[src/rtl/tty_tx_ctrl.sv]
// TTY transmit controller: buffers 7-bit characters in a FIFO and sends them as 8N1 UART frames.
// Define TTY_TX_CTS_EN to add the active-low cts_in flow-control input.
module tty_tx_ctrl #(
  parameter int unsigned CLK_DIV    = 16,
  parameter int unsigned FIFO_DEPTH = 8
) (
  input  logic       clk_i,
  input  logic       rst_in,
  input  logic [6:0] tty_i,
  input  logic       tty_we_i,
  output logic       full_o,
  output logic       busy_o,
  output logic       drop_o,
  output logic       tx_o
`ifdef TTY_TX_CTS_EN
  ,
  input  logic       cts_in
`endif
);

  localparam int unsigned PtrW = (FIFO_DEPTH > 1) ? $clog2(FIFO_DEPTH) : 1;
  localparam int unsigned CntW = PtrW + 1;
  localparam int unsigned DivW = (CLK_DIV > 1) ? $clog2(CLK_DIV) : 1;
  localparam logic [DivW-1:0] DivLast = DivW'(CLK_DIV - 1);
  localparam logic [CntW-1:0] CntFull = CntW'(FIFO_DEPTH);

  typedef enum logic [1:0] {StIdle, StStart, StData, StStop} state_e;

  state_e          state_q, state_d;
  logic [DivW-1:0] div_q, div_d;
  logic [2:0]      bit_q, bit_d;
  logic [7:0]      shift_q, shift_d;
  logic            tx_q, tx_d;
  logic            busy_q, drop_q, full_q;

  logic [6:0]      mem_q [FIFO_DEPTH];
  logic [PtrW-1:0] wr_ptr_q, rd_ptr_q;
  logic [CntW-1:0] count_q, count_d;
  logic            push, pop, clear, non_empty;

`ifdef TTY_TX_CTS_EN
  logic cts_meta_q, cts_sync_q;

  // Resets to "not clear" so nothing leaves before the line partner is seen.
  always_ff @(posedge clk_i or negedge rst_in) begin
    if (!rst_in) begin
      cts_meta_q <= 1'b1;
      cts_sync_q <= 1'b1;
    end else begin
      cts_meta_q <= cts_in;
      cts_sync_q <= cts_meta_q;
    end
  end

  assign clear = ~cts_sync_q;
`else
  assign clear = 1'b1;
`endif

  assign non_empty = (count_q != '0);
  assign push      = tty_we_i && !full_q;

  always_comb begin
    count_d = count_q;
    case ({push, pop})
      2'b10:   count_d = count_q + CntW'(1);
      2'b01:   count_d = count_q - CntW'(1);
      default: count_d = count_q;
    endcase
  end

  always_ff @(posedge clk_i) begin
    if (push) begin
      mem_q[wr_ptr_q] <= tty_i;
    end
  end

  // tx_d is decoded from the current state, so the line trails the FSM by one cycle.
  always_comb begin
    state_d = state_q;
    div_d   = div_q;
    bit_d   = bit_q;
    shift_d = shift_q;
    pop     = 1'b0;
    tx_d    = 1'b1;
    unique case (state_q)
      StIdle: begin
        if (non_empty && clear) begin
          pop     = 1'b1;
          shift_d = {1'b0, mem_q[rd_ptr_q]};
          div_d   = DivLast;
          state_d = StStart;
        end
      end
      StStart: begin
        tx_d = 1'b0;
        if (div_q == '0) begin
          div_d   = DivLast;
          bit_d   = '0;
          state_d = StData;
        end else begin
          div_d = div_q - DivW'(1);
        end
      end
      StData: begin
        tx_d = shift_q[bit_q];
        if (div_q == '0) begin
          div_d = DivLast;
          if (bit_q == 3'd7) begin
            state_d = StStop;
          end else begin
            bit_d = bit_q + 3'd1;
          end
        end else begin
          div_d = div_q - DivW'(1);
        end
      end
      StStop: begin
        tx_d = 1'b1;
        if (div_q == '0) begin
          if (non_empty && clear) begin
            pop     = 1'b1;
            shift_d = {1'b0, mem_q[rd_ptr_q]};
            div_d   = DivLast;
            state_d = StStart;
          end else begin
            state_d = StIdle;
          end
        end else begin
          div_d = div_q - DivW'(1);
        end
      end
      default: state_d = StIdle;
    endcase
  end

  always_ff @(posedge clk_i or negedge rst_in) begin
    if (!rst_in) begin
      state_q  <= StIdle;
      div_q    <= '0;
      bit_q    <= '0;
      shift_q  <= '0;
      tx_q     <= 1'b1;
      busy_q   <= 1'b0;
      drop_q   <= 1'b0;
      full_q   <= 1'b0;
      wr_ptr_q <= '0;
      rd_ptr_q <= '0;
      count_q  <= '0;
    end else begin
      state_q <= state_d;
      div_q   <= div_d;
      bit_q   <= bit_d;
      shift_q <= shift_d;
      tx_q    <= tx_d;
      busy_q  <= (state_q != StIdle) || non_empty;
      drop_q  <= tty_we_i && full_q;
      full_q  <= (count_d == CntFull);
      count_q <= count_d;
      if (push) begin
        wr_ptr_q <= wr_ptr_q + PtrW'(1);
      end
      if (pop) begin
        rd_ptr_q <= rd_ptr_q + PtrW'(1);
      end
    end
  end

  assign tx_o   = tx_q;
  assign busy_o = busy_q;
  assign drop_o = drop_q;
  assign full_o = full_q;

endmodule

[config.mk]
export PLATFORM = sky130hd
export DESIGN_NAME = tty_tx_ctrl
export DESIGN_NICKNAME = d
export VERILOG_FILES = /design/src/rtl/tty_tx_ctrl.sv
export SDC_FILE = /design/constraint.sdc
export NUM_CORES = 1
export LEC_CHECK = 0
export CAP_MARGIN = 20
export CORE_ASPECT_RATIO = 1.1
export CORE_UTILIZATION = 60
export CTS_CLUSTER_SIZE = 16
export DETAILED_ROUTE_END_ITERATION = 16
export PLACE_DENSITY = 0.8
export SETUP_SLACK_MARGIN = 0.15
export SLEW_MARGIN = 20
export SYNTH_ARGS = -nofsm -noshare
export SYNTH_HDL_FRONTEND = slang
export SYNTH_SLANG_ARGS = --single-unit
[constraint.sdc]
create_clock -name clk_i -period 3.2 [get_ports clk_i]
set_clock_uncertainty 0.15 [all_clocks]
set_input_delay 0.32 -clock clk_i [delete_from_list [all_inputs] [get_ports clk_i]]
set_output_delay 0.32 -clock clk_i [all_outputs]
set_load 0.1 [all_outputs]
Word-level counts from Yosys, hierarchy flattened
Memories as Yosys holds them, arrays and structs flattened.
Cells that the tools add are included.
- bits in registers: 31
- bits in writable memories: 56
- memories kept: 1
- $add $sub $neg: 6
- $lt $le $gt $ge: 1
- equality and inequality tests: 13
- multiplexer cells: 27
- reduce and logical (&&, ||, !) cells: 14
- memories (name ; depth ; width ; rd ports ; clocked after Yosys merged registers in ; write ports ; line ; RTL):
    mem_q ; 8 ; 7 ; 1 ; 0 ; 1 ; 36 ; logic [6:0] mem_q [FIFO_DEPTH];
- operator list (kind ; number):
    $mux 8 ; 2
    $pmux 8 s2 ; 1
    $mux 4 ; 3
    $ne 2x2->1 const B ; 6
    $pmux 4 s3 ; 1
    $mux 2 ; 5
    $add 3x1->3 const B ; 3
    $mux 3 ; 3
    $pmux 2 s4 ; 1
    $pmux 4 s2 ; 1
    $sub 4x1->4 const B ; 2
    $eq 2x2->1 const B ; 3
    $mux 1 ; 6
    $pmux 3 s2 ; 1
    $reduce_bool 2->1 ; 3
    $reduce_and 5->1 ; 1
    $add 4x1->4 const B ; 1
    $eq 2x1->1 const B ; 2
    $eq 4x4->1 const B ; 1
    $logic_not 4->1 ; 1
    $lt 3x4->1 const B ; 1
    $pmux 1 s2 ; 2
    $reduce_and 4->1 ; 1
    $reduce_bool 4->1 ; 1
    other kinds (8) ; 9

Depth between registers and ports, before layout
- word-level depth: 7
- depth in mapped cells: 11
- gate-level depth less buffers: 11

Worst setup path after synthesis
OpenSTA, ideal clock, no wires.
- path type: register to register
- from: register div_q[0]
- to: register full_q, in the netlist full_o
- library setup time: 0.095 ns
- arrival: 2.515 ns
- slack: 0.440 ns
- stages on the path, launching flop included: 11
- clock period less this slack: 2.760 ns
- cell sequence: dfrtp_1 inv_1 ha_1 nor4bb_1 nor2_1 nor3_1 ha_1 nor3b_1 mux2i_1 xnor2_1 nor4b_2
- cells in the longest elaborated chain, start to end: 6
- elaborated cells between the ends (all ways): 7
- those cells by class: 3 x eq/ne; 3 x mux; 1 x reduce/logical
- RTL lines (element ; line ; RTL):
    start: declaration ; 30 ; logic [DivW-1:0] div_q, div_d;
    start signal: assignment ; 152 ; div_q <= div_d;
    $logic_not 4->1 * ; 120 ; if (div_q == '0) begin
    $mux 1 * ; 120 ;
    $pmux 1 s2 * ; 86 ; unique case (state_q)
    $eq 2x1->1 / $eq 2x2->1 (equally long branches) ; 65 ; case ({push, pop})
    $pmux 4 s2 * ; 65 ;
    via count_d[3] ; 38 ; logic [CntW-1:0] count_q, count_d;
    $eq 4x4->1 * ; 158 ; full_q <= (count_d == CntFull);
    end signal: assignment ; 158 ;
    end: declaration ; 34 ; logic busy_q, drop_q, full_q;
The timed path passes the listed nets; every way through them passes the cells marked *.
A chain may end at the register's enable or synchronous reset.

Worst setup path in the final report
Ends and elaborated chain as after synthesis.

==> results.cfg <==
[die]
die_height_um = 84.8
fp.dieW_um = 77.3
start_util_pct = 63.6
ios = 14
die-area_um2 = 6550
core_area_um2 = 5880
rows = 29

[clocking]
cts-root-buf = clkbuf_8
numCtsBuffers = 9
postCtsSetupBuffers = 0
cts.clk_slew.worst_paths_ns = 0.10
clock_latency_ns = 0.36
cts_tree = built
clock_path_buffers = 2
htreeDepth = 3
cts.sinks = 86

[detailed_routing]
drt_iter0_drc = 122
routedWlPerCell_um = 18.2
totalWireLength_mm = 6.49
first_pass_iters = 4
via_count = 2121
drtAntennaViolNets = 0
avgViaCountPerCell = 5.94
drcViolationCount = 0

[power]
pwr-share-seq_pct = 43.7
vdd_drop_max_v = 0.000456
p_leak_nw = 1.59
power_mw = 4.03
switchingPower_mw = 1.51
clockPowerShare_pct = 18.5
swShare_pct = 37.4
p_comb_share_pct = 37.8
power.internal_mw = 2.52
power-per-cell-area_nw_per_um2 = 951

[yosys]
synth_top_cell_area_share_pct = 45.0
synth-edff-count = 56
synth.lib_cells_used.distinct = 42
yosysTopAreaCell = edfxtp_1
yosysSeqAreaShare_pct = 65.1
ys_ff_latch = 86
postSynth.asyncResetShare_pct = 34.9
syn_area_um2 = 3740
synth_nets = 268
netlist_instances = 246
ys_warn_count = 0
synth_flop_cell = edfxtp_1
yosys-top-cells-area = edfxtp_1 (45%), dfrtp_1 (19%), mux4_2 (9.0%)
syn_area_per_cell_um2 = 15.2

[global_route]
grtUsageTotal_pct = 21.9
grt_pass1_vias = 2135
grt_max_degree = 31
antenna_found_initial = 0
grt_pass1_wl_mm = 10.4
grt-ovfl-total = 0

[placement]
dp.cells = 341
routabilityCongestion = 0.825
dp_hpwl_mm = 4.46
port_buffers = 13

[hold_path]
hold_class = in2async

[setup_path]
cp.required_ns = 3.32
worstSetupStartpointType = flop
rr_worst_depth = 10
path_max_fanout = 6
worstSetupEndpointType = flop
worstPathArrival_ns = 2.93
path_class = reg2reg

[finish]
instances_no_fill = 357
nets = 297
antenna_cells = 0
layout_common_cells = edfxtp_1 (56), dfrtp_1 (29), nor2_1 (24)
drive_above_1_share_pct = 20.4
synthToLayoutAreaGrowth_pct = 13.4
final_common_cell = edfxtp_1

[timing]
slew_viol_final = 0
fin_crit_sh_pct = 88.1
setup_violations = 0
fmax_ghz = 0.355
tightest_slew_ns = 0.963
hold_viol = 0
rsz0062_at_grt = false
slew_headroom_pct = 35.6
min_period_ns = 2.82
tns_ns = 0

[flow_run]
cap_violations = 0

[status]
status = finished clean
-- worst paths after layout --
kind	from	slack, ns	endpoint
max	div_q[0]	0.38	full_o
min	rst_in	0.20	busy_o
max reg2reg	div_q[0]	0.38	full_o
min reg2reg	count_q[3]	0.36	count_q[3]
max in group asynchronous	rst_in	2.40	tx_o
min in group clk_i	count_q[3]	0.36	count_q[3]
-- synthesized netlist by cell type (2+ instances only) --
cell / number
ha_1: 12
inv_1: 6
o22a_1: 2
nand3b_1: 2
xor2_1: 2
nor2_1: 24
a22o_1: 5
a21oi_1: 13
o21bai_1: 2
o21ai_0: 6
mux4_2: 15
clkbuf_1: 3
edfxtp_1: 56
o211ai_1: 3
mux2_2: 3
nor3b_1: 2
nand2b_1: 3
nand2_1: 16
nor3_1: 4
nor2b_1: 2
mux2i_1: 10
xnor2_1: 5
buf_2: 3
dfrtp_1: 29
-- repair_timing --
item | CTS | global route
hold buffers | 0 | 0
gates resized for setup | 0 | 4
endpoints found under the setup margin | 0 | 1
-- state kept, by name (all words and copies together) (netlist names) --
name,flops
busy_o,1
bit_q,3
rd_ptr_q,3
mem_q,56
div_q,4
count_q,4
full_o,1
wr_ptr_q,3
drop_o,1
tx_o,1
state_q,2
shift_q,7
-- worst max-delay path: stages (launching register included) --
cell and delay, ns:
dfrtp_1 0.41, inv_1 0.11, ha_1 0.28, nor4bb_4 0.36, nor2_1 0.08, nor3_2 0.20, ha_2 0.35, nor3b_1 0.27
mux2i_1 0.13, xnor2_1 0.18, nor4b_2 0.20
-- power groups by stage --
stage | logic (mW) | registers (mW) | clock network, mW
6_report | 1.52 | 1.76 | 0.747
5_1_grt | 1.68 | 1.80 | 0.805
4_1_cts | 1.51 | 1.76 | 0.758
3_5_place_dp | 1.50 | 1.78 | 0
3_3_place_gp | 1.46 | 1.76 | 0
2_1_floorplan | 1.20 | 1.71 | 0
-- kinds of logic (layout without fill, tap and decap cells) --
logic type	Yosys count	in the layout	synth area share [%]
AO/OA/AOI/OAI	37	37	6.86
buffers and inverters	14	48	1.71
AND/OR/NAND/NOR	62	62	8.10
adder cells (fa/ha/maj)	12	12	4.01
XOR/XNOR	7	7	1.64
flip-flops	86	86	65.1
multiplexers	28	28	12.6
-- layer usage --
metal,vias up,part of all wire [%],global-route usage (%)
li1,995,-,-
met3,5,3.5,4.46
met4,0,0.62,7.55
met1,1083,43,27.2
met5,-,0,0
met2,38,53,38.1
-- metrics by stage --
| stage | hold slack (ns) | util [%] | worst slack, ns | cell area [um^2] |
|---|---|---|---|---|
| final | 0.195 | 72.1 | 0.382 | 4240 |
| after global routing | 0.220 | 72.1 | 0.165 | 4240 |
| after CTS | 0.202 | 71.8 | 0.208 | 4220 |
| after detailed placement | 0.358 | 68.3 | 0.221 | 4020 |
| after global placement | 0.355 | 68.3 | 0.475 | 4020 |
| after floorplan | -0.126 | - | 0.440 | 3740 |
-- layout make-up --
cell class	count	area [um^2]
sequential	86	2430
fill	399	1640
multi-input combinational	146	1260
timing repair buffer	26	223
clock buffer	9	124
tap	77	96.3
clock inverter	7	76.3
inverter	6	22.5
No activity file was read; power rests on OpenSTA's default activity.
